==> config.mk <==
export PLATFORM = sky130hd
export DESIGN_NAME = led_status_scheduler_flat
export DESIGN_NICKNAME = d
export VERILOG_FILES = /design/src/rtl/led_status_scheduler_if.sv /design/src/rtl/led_status_scheduler.sv /design/src/flat_wrapper.sv
export SDC_FILE = /design/constraint.sdc
export NUM_CORES = 1
export LEC_CHECK = 0
export CELL_PAD_IN_SITES_DETAIL_PLACEMENT = 1
export CELL_PAD_IN_SITES_GLOBAL_PLACEMENT = 1
export CORE_UTILIZATION = 42
export CTS_CLUSTER_SIZE = 40
export DETAILED_ROUTE_END_ITERATION = 12
export PLACE_DENSITY_LB_ADDON = 0.12
export SLEW_MARGIN = 15
export SYNTH_ARGS = -nofsm -noshare
export SYNTH_HDL_FRONTEND = slang
export SYNTH_SLANG_ARGS = --single-unit
==> constraint.sdc <==
create_clock -name clk -period 5.9 [get_ports clk]
set_input_delay 1.18 -clock clk [delete_from_list [all_inputs] [get_ports clk]]
set_output_delay 1.18 -clock clk [all_outputs]
set_load 0.1 [all_outputs]
==> src/rtl/led_status_scheduler_if.sv <==
// Status-LED scheduler bus: display source inputs, event handshake and LED/source outputs.
interface led_status_scheduler_if;
    logic       meter_valid;
    logic [2:0] meter_level;
    logic       evt_req;
    logic [3:0] evt_pattern;
    logic       evt_ack;
    logic       err_flag;
    logic [3:0] led;
    logic [1:0] src_sel;

    modport master (
        output meter_valid, meter_level, evt_req, evt_pattern, err_flag,
        input  evt_ack, led, src_sel
    );

    modport slave (
        input  meter_valid, meter_level, evt_req, evt_pattern, err_flag,
        output evt_ack, led, src_sel
    );
endinterface

==> src/rtl/led_status_scheduler.sv <==
// Fixed-priority multiplexer of heartbeat, level meter, one-shot event and error blink
// onto four status LEDs, timed by a millisecond prescaler.
module led_status_scheduler #(
    parameter int unsigned TICK_DIV = 50000,
    parameter int unsigned HOLD_MS  = 500,
    parameter int unsigned BLINK_MS = 250
) (
    input logic                   clk,
    input logic                   rst_n,
    led_status_scheduler_if.slave bus
);
    localparam int unsigned   PW        = (TICK_DIV > 1) ? $clog2(TICK_DIV) : 1;
    localparam logic [PW-1:0] PRESC_MAX = PW'(TICK_DIV - 1);
    localparam logic [15:0]   HOLD_LD   = 16'(HOLD_MS);
    localparam logic [15:0]   BLINK_MAX = 16'(BLINK_MS - 1);

    localparam logic [1:0] ST_HB    = 2'd0;
    localparam logic [1:0] ST_METER = 2'd1;
    localparam logic [1:0] ST_EVENT = 2'd2;
    localparam logic [1:0] ST_ERROR = 2'd3;

    logic [PW-1:0] presc_q, presc_d;
    logic [15:0]   blink_q, blink_d;
    logic          phase_q, phase_d;
    logic [15:0]   meter_to_q, meter_to_d;
    logic [15:0]   hold_q, hold_d;
    logic [3:0]    therm_q, therm_d;
    logic [3:0]    pat_q, pat_d;
    logic [1:0]    state_q, state_d;
    logic [3:0]    led_q, led_d;
    logic          ack_q;
    logic          tick;
    logic          accept;

    assign tick   = (presc_q == PRESC_MAX);
    // A pending request simply waits while err_flag is high; no ack is issued.
    assign accept = bus.evt_req && !bus.err_flag;

    always_comb begin
        presc_d = tick ? '0 : presc_q + PW'(1);

        blink_d = blink_q;
        phase_d = phase_q;
        if (tick) begin
            if (blink_q == BLINK_MAX) begin
                blink_d = '0;
                phase_d = ~phase_q;
            end else begin
                blink_d = blink_q + 16'd1;
            end
        end

        meter_to_d = meter_to_q;
        if (bus.meter_valid)
            meter_to_d = HOLD_LD;
        else if (tick && meter_to_q != '0)
            meter_to_d = meter_to_q - 16'd1;

        therm_d = therm_q;
        if (bus.meter_valid) begin
            case (bus.meter_level)
                3'd0:    therm_d = 4'b0000;
                3'd1:    therm_d = 4'b0001;
                3'd2:    therm_d = 4'b0011;
                3'd3:    therm_d = 4'b0111;
                default: therm_d = 4'b1111;
            endcase
        end

        pat_d = accept ? bus.evt_pattern : pat_q;

        hold_d = hold_q;
        if (bus.err_flag)
            hold_d = '0;
        else if (accept)
            hold_d = HOLD_LD;
        else if (tick && hold_q != '0)
            hold_d = hold_q - 16'd1;

        // Decisions use next-cycle counter values so led/src_sel land one cycle after the cause.
        if (bus.err_flag)
            state_d = ST_ERROR;
        else if (accept)
            state_d = ST_EVENT;
        else if (state_q == ST_EVENT && hold_d != '0)
            state_d = ST_EVENT;
        else if (meter_to_d != '0)
            state_d = ST_METER;
        else
            state_d = ST_HB;

        case (state_d)
            ST_HB:    led_d = {3'b000, phase_d};
            ST_METER: led_d = therm_d;
            ST_EVENT: led_d = pat_d;
            default:  led_d = {4{phase_d}};
        endcase
    end

    always_ff @(posedge clk or negedge rst_n) begin
        if (!rst_n) begin
            presc_q    <= '0;
            blink_q    <= '0;
            phase_q    <= 1'b0;
            meter_to_q <= '0;
            hold_q     <= '0;
            therm_q    <= '0;
            pat_q      <= '0;
            state_q    <= ST_HB;
            led_q      <= '0;
            ack_q      <= 1'b0;
        end else begin
            presc_q    <= presc_d;
            blink_q    <= blink_d;
            phase_q    <= phase_d;
            meter_to_q <= meter_to_d;
            hold_q     <= hold_d;
            therm_q    <= therm_d;
            pat_q      <= pat_d;
            state_q    <= state_d;
            led_q      <= led_d;
            ack_q      <= accept;
        end
    end

    assign bus.led     = led_q;
    assign bus.src_sel = state_q;
    assign bus.evt_ack = ack_q;
endmodule

==> src/flat_wrapper.sv <==
// flat-port wrapper written by rule: the top's interface ports become plain ports
module led_status_scheduler_flat 
#(
    parameter int unsigned TICK_DIV = 50000,
    parameter int unsigned HOLD_MS  = 500,
    parameter int unsigned BLINK_MS = 250
)
  (clk, rst_n, bus_meter_valid, bus_meter_level, bus_evt_req, bus_evt_pattern, bus_err_flag, bus_evt_ack, bus_led, bus_src_sel);
  led_status_scheduler_if bus_i ();
  input logic clk;
  input logic rst_n;
  input wire logic [$bits(bus_i.meter_valid)-1:0] bus_meter_valid;
  input wire logic [$bits(bus_i.meter_level)-1:0] bus_meter_level;
  input wire logic [$bits(bus_i.evt_req)-1:0] bus_evt_req;
  input wire logic [$bits(bus_i.evt_pattern)-1:0] bus_evt_pattern;
  input wire logic [$bits(bus_i.err_flag)-1:0] bus_err_flag;
  output wire logic [$bits(bus_i.evt_ack)-1:0] bus_evt_ack;
  output wire logic [$bits(bus_i.led)-1:0] bus_led;
  output wire logic [$bits(bus_i.src_sel)-1:0] bus_src_sel;
  assign bus_i.meter_valid = bus_meter_valid;
  assign bus_i.meter_level = bus_meter_level;
  assign bus_i.evt_req = bus_evt_req;
  assign bus_i.evt_pattern = bus_evt_pattern;
  assign bus_i.err_flag = bus_err_flag;
  assign bus_evt_ack = bus_i.evt_ack;
  assign bus_led = bus_i.led;
  assign bus_src_sel = bus_i.src_sel;
  led_status_scheduler #(.TICK_DIV(TICK_DIV), .HOLD_MS(HOLD_MS), .BLINK_MS(BLINK_MS)) u_core (.clk(clk), .rst_n(rst_n), .bus(bus_i));
endmodule
==> reports/results.tsv <==
metric	value	unit
worst slew pin tran	1.03	ns
pre-CTS WS	1.81	ns
post_cts resized	0	
Area contributors post-synth	dfrtp_1, nor2_1, xor2_1, nand2_1, xnor2_1	
outcome	completed	
H-tree depth	3	
Post-synth EDFFs	0	
worst hold slack	0.466	ns
# Post-CTS Setup Buffers	0	
Post-DP Area	0.00463	sq mm
syn nets	481	
Clock Sink Count	80	
area leader, netlist	dfrtp_1	
post-route cell area	0.00483	sq mm
Initial Util	43.9	%
die extent in y	104	um
Initial DRT Pass Iterations	4	
Max transition margin	31.6	%
Worst-path clk slew	0.10	ns
Setup violations, final	0	
max_cap viols	0	
number of DRC markers in iteration 0	107	
# hold bufs at CTS	0	
Total GRT Usage	20.9	%
max-slew violations	0	
Mapped Cells	464	
mean post-synth cell area	9.37	sq um
Post-synth ARST share	100	%
#FFs+latches synth	80	
Yosys cell types	63	
crit path max fanout	11	
first-pass GRT wire length	18300	um
clock root buffer	clkbuf_8	
critical path class	reg2reg	
initial antenna violation count	0	
Die Area	0.0108	sq mm
share of cells above drive strength 1	8.52	%
RSZ-0062 raised after global routing	false	
final wirelength	10300	um
fmax	267	MHz
Max IR drop VDD	0.105	mV
Die Wd	104	um
Post-Synth XOR/XNOR Area	8.26	%
Compound-Gate Fraction of Synth Area	9.24	%
Clock Skew	0.0160	ns
Setup TNS Final	0	ns
Final min period	3.75	ns
total number of vias	3461	
Final Wtd Congestion	0.817	
simple-gate share of the synthesized area	30.9	%
DR DRC count	0	
final worst slack	2.15	ns
mux cell area share after synthesis	1.27	%
Main synth FF type	dfrtp_1	
Final period util	63.5	%
post-route ant nets	0	
Area Growth Syn to Fin	11.1	%
IO buf count	18	
FP Rows	36	
vias per cell	5.64	
CTS tree	done	
Hold Violations, Final	0	
Filler cells	1157	
GR Overflow Total	0	
Yosys warnings	0	
Hold/Removal Path Class	reg2reg	
Final Total Pwr	1100	uW
Worst Setup Start Kind	flip-flop	
largest family of logic cells by synthesized area	simple AND/OR/NAND/NOR gates	
Core Area	0.00991	sq mm
Critical Path Sink Type	flip-flop	
Layout Nets	493	
pwr/cell area	228	mW/mm^2
WL/cell	16.8	um
post-DP HPWL	7300	um
ANT cells	0	
sequential-to-total area share from yosys stat	46.0	%
vias in the first global route	3642	
CP required	6.13	ns
P_leak	0.00198	uW
CP arrival	3.98	ns
largest net degree at the start of global routing	81	
Boundary Pins	19	
clk buf depth	2	
clk_lat worst skew	0.35	ns
footprint of the multi-input gates	0.00222	sq mm
CTS buffer count	9	
Synth Area in Adders	1.44	%
Yosys top cell area share	46.0	%
FF+latch area	0.00200	sq mm
Mapped Area	0.00435	sq mm
==> placed cells by master (no fill, tap or decap), types with 3 or more instances in the layout <==
cell              n
nor4_2            4
or2_2             4
and2_1            3
xor2_1           23
a211oi_1          3
o31ai_1           5
inv_6             6
ha_1              5
and4_1            3
a31oi_1           3
or3_1             8
nand2_1          50
nor4_1           11
dfrtp_1          80
o21ai_0          12
clkbuf_8          9
nand2b_1          5
mux2_2            3
nor3_2            4
nand3_1          20
nor2_1           61
nand4_1          15
or4_1             3
nor2b_1           7
nor3_1           16
a21oi_1          14
xnor2_1          18
inv_1            13
and3_1           11
or4b_1            4
clkdlybuf4s50_1  17
==> flip-flops by register name, indices dropped and copies added, names as in the netlist <==
register	cells
u_core.presc_q	16
u_core.pat_q	4
u_core.blink_q	16
u_core.bus.evt_ack	1
u_core.phase_q	1
u_core.bus.src_sel	2
u_core.meter_to_q	16
u_core.therm_q	4
u_core.bus.led	4
u_core.hold_q	16
==> synth_stat cells, types with 12 or more instances <==
library cell  count
nand3_1          20
dfrtp_1          80
xnor2_1          18
clkbuf_1         14
o21ai_0          12
nand4_1          15
nand2_1          50
xor2_1           23
a21oi_1          14
nor2_1           61
inv_1            13
nor3_1           16
==> through the flow <==
step	std cells	util, %
3_3_place_gp	598	46.7
4_1_cts	614	48.8
6_report	614	48.8
5_1_grt	614	48.8
2_1_floorplan	464	-
3_5_place_dp	598	46.7
==> power breakdown <==
group          internal (uW)  leakage, uW  switching (uW)
clock                    205     0.000106             226
combinational           28.2     0.000842            71.9
sequential               560      0.00103            8.52
==> metal layers <==
metal  share of wire (%)  global-route usage [%]
met1                  49                    29.6
met2                  47                    33.5
met3                 2.7                    3.78
met4                 1.0                    4.49
met5                   0                       0
==> cells by family (layout without fill, tap and decap cells) <==
| kind of cell | count (synthesis) | count (layout) |
|---|---|---|
| xor+xnor | 41 | 41 |
| compound gates | 57 | 57 |
| flops | 80 | 80 |
| buf+inv | 31 | 48 |
| mux | 5 | 5 |
| fa+ha+maj | 5 | 5 |
| simple gates | 245 | 245 |
==> worst paths after layout <==
| check | from | end | slack (ns) | cells past startpoint |
|---|---|---|---|---|
| worst max-delay path | u_core.presc_q[0] | u_core.bus.led[1] | 2.15 | 10 |
| worst min-delay path | u_core.presc_q[0] | u_core.presc_q[0] | 0.47 | 1 |
| worst max register to register | u_core.presc_q[0] | u_core.bus.led[1] | 2.15 | 10 |
| worst min register to register | u_core.presc_q[0] | u_core.presc_q[0] | 0.47 | 1 |
| max in group asynchronous | rst_n | u_core.blink_q[3] | 4.24 | 1 |
| min in group asynchronous | rst_n | u_core.presc_q[11] | 0.99 | 1 |
==> layout make-up <==
cell class | count | share of cell area [%]
multi-input combinational | 353 | 46.0
sequential | 80 | 41.4
timing repair buffer | 19 | 3.83
tap | 133 | 3.44
clock buffer | 9 | 2.56
clock inverter | 7 | 1.71
inverter | 13 | 1.01
==> worst max-delay path: stages, from the launching register on <==
cell and delay (ns):
dfrtp_1 0.38, ha_1 0.19, and3_1 0.32, nand4_1 0.53, or3_1 0.68, nor3_2 0.17
xor2_1 0.36, nor4_4 0.10, a2111oi_4 0.59, or4b_1 0.21, nand4_1 0.10
Note: power is estimated with default switching activity, not from simulation.
